$ cat config.mk
export PLATFORM = sky130hd
export DESIGN_NAME = j_pit_ctrl
export DESIGN_NICKNAME = d
export VERILOG_FILES = /design/src/rtl/j_pit_pkg.sv /design/src/rtl/j_pit_chan.sv /design/src/rtl/j_pit_ctrl.sv
export SDC_FILE = /design/constraint.sdc
export NUM_CORES = 1
export LEC_CHECK = 0
export CORE_ASPECT_RATIO = 0.8
export CORE_MARGIN = 2
export CORE_UTILIZATION = 55
export DETAILED_ROUTE_END_ITERATION = 6
export DONT_BUFFER_PORTS = 1
export PLACE_DENSITY = 0.69
export RECOVER_POWER = 50
export REMOVE_ABC_BUFFERS = 1
export SETUP_SLACK_MARGIN = 0.4
export SYNTH_ARGS = -nofsm -noshare
export SYNTH_HDL_FRONTEND = slang
export SYNTH_HIERARCHICAL = 1
export SYNTH_SLANG_ARGS = --single-unit
$ cat constraint.sdc
create_clock -name sys_clk -period 6.5 [get_ports sys_clk]
set_input_delay 0.65 -clock sys_clk [delete_from_list [all_inputs] [get_ports sys_clk]]
set_output_delay 0.65 -clock sys_clk [all_outputs]
set_load 0.01 [all_outputs]
$ cat src/rtl/j_pit_pkg.sv
// rtl/j_pit_pkg.sv - shared widths, channel indices and read-select decode for the JERRY interval timers
package j_pit_pkg;

  localparam int PIT_CW = 16;
  localparam int PIT_T1 = 0;
  localparam int PIT_T2 = 1;

  typedef enum logic [2:0] {
    RSEL_NONE = 3'd0,
    RSEL_P1   = 3'd1,
    RSEL_D1   = 3'd2,
    RSEL_P2   = 3'd3,
    RSEL_D2   = 3'd4
  } pit_rsel_e;

  // Strobes are exclusive by decode; the fixed order only keeps the mux defined.
  function automatic pit_rsel_e pit_rsel(input logic [3:0] rd);
    if (rd[0])      return RSEL_P1;
    else if (rd[1]) return RSEL_D1;
    else if (rd[2]) return RSEL_P2;
    else if (rd[3]) return RSEL_D2;
    else            return RSEL_NONE;
  endfunction

endpackage

$ cat src/rtl/j_pit_chan.sv
// rtl/j_pit_chan.sv - one interval timer: prescaler cascaded into divider, registered tint
module j_pit_chan
  import j_pit_pkg::*;
#(
  parameter int CW    = PIT_CW,
  parameter bit RDLAT = 1'b1
) (
  input  logic          sys_clk,
  input  logic          reset,
  input  logic          tick,
  input  logic [CW-1:0] din,
  input  logic          pre_w,
  input  logic          div_w,
  input  logic          pre_r,
  output logic [CW-1:0] pcnt,
  output logic [CW-1:0] dcnt_rd,
  output logic          tint
);

  logic [CW-1:0] r_pre;
  logic [CW-1:0] r_div;
  logic [CW-1:0] r_pcnt;
  logic [CW-1:0] r_dcnt;
  logic [CW-1:0] r_snap;
  logic          r_armed;
  logic          r_tint;
  logic          w_count;

  // Any register write in this channel suppresses counting for that cycle.
  assign w_count = r_armed & tick & ~pre_w & ~div_w;

  always_ff @(posedge sys_clk or posedge reset) begin
    if (reset) begin
      r_pre   <= '0;
      r_div   <= '0;
      r_pcnt  <= '0;
      r_dcnt  <= '0;
      r_snap  <= '0;
      r_armed <= 1'b0;
      r_tint  <= 1'b0;
    end else begin
      r_tint <= 1'b0;
      if (pre_w) begin
        r_pre  <= din;
        r_pcnt <= din;
      end
      if (div_w) begin
        r_div   <= din;
        r_dcnt  <= din;
        r_pcnt  <= pre_w ? din : r_pre;
        r_armed <= 1'b1;
      end
      if (w_count) begin
        if (r_pcnt != '0) begin
          r_pcnt <= r_pcnt - 1'b1;
        end else begin
          r_pcnt <= r_pre;
          if (r_dcnt != '0) begin
            r_dcnt <= r_dcnt - 1'b1;
          end else begin
            r_dcnt <= r_div;
            r_tint <= 1'b1;
          end
        end
      end
      if (RDLAT && pre_r) begin
        r_snap <= r_dcnt;
      end
    end
  end

  assign pcnt    = r_pcnt;
  assign dcnt_rd = RDLAT ? r_snap : r_dcnt;
  assign tint    = r_tint;

endmodule

$ cat src/rtl/j_pit_ctrl.sv
// rtl/j_pit_ctrl.sv - JERRY dual programmable interval timer with shared read bus
module j_pit_ctrl
  import j_pit_pkg::*;
#(
  parameter int CW    = PIT_CW,
  parameter bit RDLAT = 1'b1
) (
  input  logic          sys_clk,
  input  logic          reset,
  input  logic          tick,
  input  logic [CW-1:0] din,
  input  logic          pit1w,
  input  logic          pit2w,
  input  logic          pit3w,
  input  logic          pit4w,
  input  logic          pit1r,
  input  logic          pit2r,
  input  logic          pit3r,
  input  logic          pit4r,
  output logic [CW-1:0] dout,
  output logic          dout_oe,
  output logic [1:0]    tint
);

  logic [CW-1:0] w_pcnt [2];
  logic [CW-1:0] w_dcnt [2];
  logic [3:0]    w_rd;

  j_pit_chan #(.CW(CW), .RDLAT(RDLAT)) u_t1 (
    .sys_clk (sys_clk),
    .reset   (reset),
    .tick    (tick),
    .din     (din),
    .pre_w   (pit1w),
    .div_w   (pit2w),
    .pre_r   (pit1r),
    .pcnt    (w_pcnt[PIT_T1]),
    .dcnt_rd (w_dcnt[PIT_T1]),
    .tint    (tint[PIT_T1])
  );

  j_pit_chan #(.CW(CW), .RDLAT(RDLAT)) u_t2 (
    .sys_clk (sys_clk),
    .reset   (reset),
    .tick    (tick),
    .din     (din),
    .pre_w   (pit3w),
    .div_w   (pit4w),
    .pre_r   (pit3r),
    .pcnt    (w_pcnt[PIT_T2]),
    .dcnt_rd (w_dcnt[PIT_T2]),
    .tint    (tint[PIT_T2])
  );

  assign w_rd    = {pit4r, pit3r, pit2r, pit1r};
  assign dout_oe = |w_rd;

  always_comb begin
    dout = '0;
    case (pit_rsel(w_rd))
      RSEL_P1: dout = w_pcnt[PIT_T1];
      RSEL_D1: dout = w_dcnt[PIT_T1];
      RSEL_P2: dout = w_pcnt[PIT_T2];
      RSEL_D2: dout = w_dcnt[PIT_T2];
      default: dout = '0;
    endcase
  end

endmodule

Word level (Yosys, flattened, before mapping)

Index checks and enable logic that the tools add are counted.

Add/subtract/negate cells: 4
$mul: 0
Div/mod/pow operators: 0
Order comparisons: 0
Equal/unequal tests: 4
Shifts and indexed selects: 0
Muxes and demuxes: 29
Bitwise logic cells: 10
Reductions and logical operators: 7

Operators with widths:

| operator              | count |
|---|---|
| $mux 16               | 18 |
| $pmux 16 s4           | 1 |
| $reduce_bool 16->1    | 4 |
| $sub 16x1->16 const B | 4 |
| $mux 3                | 4 |
| $and 1x1->1           | 6 |
| $eq 3x2->1 const B    | 2 |
| $mux 1                | 6 |
| $reduce_bool 3->1     | 2 |
| $not 1->1             | 4 |
| $reduce_or 4->1       | 1 |
| $eq 3x1->1 const B    | 1 |
| $eq 3x3->1 const B    | 1 |

Bits in registers: 164
Latch bits: 0
RAM bits: 0
Memory bits (read-only): 0
Input port bits: 27
Output and inout port bits: 19
Word-level logic and storage cells: 68
Memories: 0

Longest topological paths before layout

Word-level depth: 6
Depth in mapped cells: 9
Mapped depth without buffers: 7

Hierarchy

The synthesis kept the hierarchy.

Modules (own cells, without submodules):

| module            | instances | cells an instance | area each (um^2) | sequential area each (um^2) |
|---|---|---|---|---|
| j_pit_chan (u_t2) | 1         | 445               | 4386.7           | 2052.0 |
| j_pit_chan (u_t1) | 1         | 454               | 4366.7           | 2052.0 |
| j_pit_ctrl        | 1         | 76                | 689.4            | 0.0 |

Worst setup path before layout

Ideal clock, no wire load.

Path kind: in2out
Start: in pit1r
End: out dout[15]
Arrival time: 1716 ps
Required time: 5850 ps
Slack: 4134 ps
Cell stages on the path: 4
Path buffers: 2
Cell sequence: buf_6 clkbuf_1 nor2b_1 a2111oi_0

Word-level cells in the longest chain between the ends: 3
Elaborated cells on any way between the ends: 6
Those cells by class: eq/ne: 4; mux: 2

Ends and longest elaborated chain:

| item                               | RTL line         | RTL |
|---|---|---|
| from (decl)                        | j_pit_ctrl.sv:16 | `input logic pit1r,` |
| $mux 3 (*)                         | j_pit_pkg.sv:18  | `if (rd[0]) return RSEL_P1;` |
| $eq 3x3->1 (tied with other cells) | j_pit_ctrl.sv:60 | `case (pit_rsel(w_rd))` |
| $pmux 16 s4 (*)                    | j_pit_ctrl.sv:60 |  |
| to (decl)                          | j_pit_ctrl.sv:20 | `output logic [CW-1:0] dout,` |

Mark *: on every way between the ends. The rest lies on a longest branch, timed or not.

Worst setup path after layout

Start: reg u_t2.r_pcnt[6] (netlist: u_t2/pcnt[6])
End: reg u_t2.r_dcnt[15]

Word-level cells in the longest chain between the ends: 3

Ends and longest elaborated chain:

| item                   | RTL line         | RTL |
|---|---|---|
| from (decl)            | j_pit_chan.sv:22 | `logic [CW-1:0] r_pcnt;` |
| from (signal assigned) | j_pit_chan.sv:45 | `r_pcnt <= din;` |
| from (signal assigned) | j_pit_chan.sv:50 | `r_pcnt <= pre_w ? din : r_pre;` |
| from (signal assigned) | j_pit_chan.sv:55 | `r_pcnt <= r_pcnt - 1'b1;` |
| $reduce_bool 16->1     | j_pit_chan.sv:54 | `if (r_pcnt != '0) begin` |
| $mux 16                | j_pit_chan.sv:54 |  |
| $mux 16                | j_pit_chan.sv:53 | `if (w_count) begin` |
| to (signal assigned)   | j_pit_chan.sv:49 | `r_dcnt <= din;` |
| to (signal assigned)   | j_pit_chan.sv:59 | `r_dcnt <= r_dcnt - 1'b1;` |
| to (signal assigned)   | j_pit_chan.sv:61 | `r_dcnt <= r_div;` |
| to (decl)              | j_pit_chan.sv:23 | `logic [CW-1:0] r_dcnt;` |

No other way between the ends.
A chain may end at the register's enable or synchronous reset.

==> run summary <==
Post-CTS Setup Bufs - 0
Post-synth EDFFs - 0
Post-layout util - 60.2%
Initial core utilization - 56.7%
Worst path cell trace - nor4_1 > and3_1 > nand3_1 > or3_1 > a21oi_1
Synth async-reset ratio - 100%
IO buf count - 0
Residual DRC - 0
Top_reg_cell synth - dfrtp_1
Register area share after synthesis - 43.5%
Die Width - 150 um
Class of the worst hold path - primary input to register
CP endpoint kind - register
Synth warn - 6
Drt first pass iters - 5
First-pass GRT wire length - 39.5 mm
Filler instances - 1422
WL/cell - 21.4 um
P&R area growth vs syn - 6.19%
Synth Register Bits - 164
Clk Latency, worst-skew pair - 0.44 ns
Post-layout min period - 3.31 ns
Iter 0 DRT Violations - 766
Layout cells sized above 1 - 14.2%
DIE AREA - 18200 um^2
Count leader, synth - dfrtp_1
CP max-delay cell - nand3_1
WP buf/inv - 0
Maximum VDD drop - 0.000177 V
Max Clock Skew - 0.0129 ns
Post-Syn Area - 9440 um^2
CTS Buf Count - 17
RR Startpoint - u_t2/pcnt[6]
DRT antenna net count - 0
Routed vias - 7359
Worst Hold Launch - pit3w
Sum Neg Setup Slack - 0 ns
P per Cell Area - 257 nW/um^2
Fin crit share - 50.9%
Initial antenna violation count - 1
Area contributors post-synth - dfrtp_1 43%, mux2_2 7.9%, mux2i_1 5.2%
Setup violations, final - 0
Overall Global Routing Usage - 28.9%
Pin count of the biggest net entering global routing - 83
Synth top cells by count - 164 x dfrtp_1, 105 x nand2_1, 92 x o21ai_0, 66 x mux2_2, 65 x inv_1
Num rows - 42
Hold slack final - 0.322 ns
Crit path DAT - 3.67 ns
Final net count - 976
Max-slew headroom - 20.6%
Yosys top cell area share - 43.5%
DP HPWL - 16.7 mm
CTS sink count - 164
Mean post-synth cell area - 9.68 um^2
Final hold vios - 0
Required time worst endpoint - 6.86 ns
CTS tree - yes
CP startpoint - u_t2/pcnt[6]
Mapped Cells - 975
RSZ-0062 raised after global routing - false
Leak pwr - 4.30 nW
Worst-Margin Slew - 1.19 ns
GRT Residual Overflow - 0
Clk root buf - clkbuf_16
CORE AREA - 16700 um^2
Pwr Total - 2.57 mW
Number of vias per cell - 6.26
CTS H-tree depth - 4
Total wire length - 25.2 mm
Critical path class - register to register
Maximum achievable frequency - 302 MHz
Yosys cell types - 74
Cell taking the most area after synthesis - dfrtp_1
Largest fanout on the critical path - 31
CP peak stage delay - 0.93 ns
Slew Limit Fails - 0
Cell family with most CP delay - simple AND/OR/NAND/NOR gates
Max clock buf depth - 2
Max_cap viols - 0
Nature of the critical path startpoint - register
IO Count - 46
Vias in the first global route - 6830
Reg clk slew, reported paths - 0.07 ns
Die height - 121 um
Global placer's final weighted congestion - 0.909
Status - finished, final reports clean
## final timing paths
| path | endpoint | slack, ns | depth (start not counted) |
|---|---|---|---|
| worst max-delay path | u_t2/r_dcnt[15] | 3.19 | 5 |
| worst max register to register | u_t2/r_dcnt[15] | 3.19 | 5 |
| max in group asynchronous | u_t1/r_armed | 4.64 | 3 |
| worst min register to register | u_t1/r_armed | 0.50 | 1 |
| min in group asynchronous | u_t2/r_div[10] | 0.42 | 2 |
| worst min-delay path | u_t2/r_pre[0] | 0.32 | 1 |
## sequential cells by signal (all words and copies together) (netlist names)
register and flops:
u_t2/r_dcnt 16, u_t1/r_div 16, u_t2/r_armed 1, u_t1/r_armed 1, u_t1/dcnt_rd 16, u_t1/pcnt 16
u_t1/r_pre 16, u_t2/r_pre 16, u_t1/tint 1, u_t2/dcnt_rd 16, u_t2/r_div 16, u_t2/tint 1
u_t1/r_dcnt 16, u_t2/pcnt 16
## cell usage in the layout (no fill, tap or decap), types with 11 or more instances in the layout
| master | synthesis | routed |
|---|---|---|
| a2111oi_2 | 11 | 11 |
| dfrtp_1 | 164 | 164 |
| nor2b_1 | 21 | 21 |
| o221ai_1 | 13 | 13 |
| a21oi_1 | 36 | 36 |
| nor4_1 | 17 | 17 |
| xor2_1 | 11 | 11 |
| mux2_2 | 66 | 66 |
| inv_1 | 65 | 63 |
| nor3b_1 | 18 | 18 |
| nand3_1 | 17 | 17 |
| clkbuf_16 | 0 | 17 |
| mux2i_1 | 49 | 49 |
| nand2_1 | 105 | 105 |
| nor2_1 | 38 | 38 |
| o21ai_0 | 92 | 92 |
| xnor2_1 | 24 | 24 |
| nor3_1 | 14 | 14 |
## per-layer routing
| layer | up-vias | GRT usage (%) | routed length, um | share of wire, % |
|---|---|---|---|---|
| met5 | - | 0 | 0 | 0 |
| met4 | 0 | 13.0 | 798 | 3.2 |
| met3 | 42 | 5.34 | 1660 | 6.6 |
| met2 | 249 | 40.7 | 10900 | 43 |
| met1 | 3611 | 43.2 | 11800 | 47 |
| li1 | 3457 | - | - | - |
## power by group
group / total, mW / internal [mW] / switching (mW)
Combinational: 0.380 / 0.181 / 0.199
Clock: 0.942 / 0.502 / 0.439
Sequential: 1.25 / 1.13 / 0.123
## per-stage QoR
step	worst slack (ns)	instances	area, um^2
floorplan	3.46	916	9160
global placement	3.44	1141	9470
detailed placement	3.38	1141	9470
CTS	3.33	1174	10000
global route	3.04	1174	10000
finish	3.19	1175	10000
## cell type report
cell class	instances	area (um^2)	area share, %
Antenna cell	1	2.50	0.0250
Clock buffer	19	443	4.42
Clock inverter	13	97.6	0.973
Inverter	67	254	2.53
Multi-Input combinational cell	685	4800	47.9
Sequential cell	164	4100	40.9
Tap cell	220	275	2.75
Timing Repair Buffer	6	47.5	0.474
## logic make-up (layout without fill, tap and decap cells)
group / after synthesis / count (layout) / share of synthesized area [%]
simple gates: 288 / 288 / 16.4
compound gates: 239 / 239 / 17.1
flops: 164 / 164 / 43.5
buf+inv: 126 / 105 / 5.67
mux: 115 / 115 / 13.1
xor+xnor: 35 / 35 / 3.25
fa+ha+maj: 8 / 8 / 1.06
other cells: 0 / 1 / 0
## what timing repair did
action | 4_1_cts | 5_1_grt
resized for setup | 0 | 0
endpoints found under the setup margin | 0 | 0
hold endpoints to repair | 6 | 0
hold buffers | 1 | 0
Note: power is estimated with default switching activity, not from simulation.
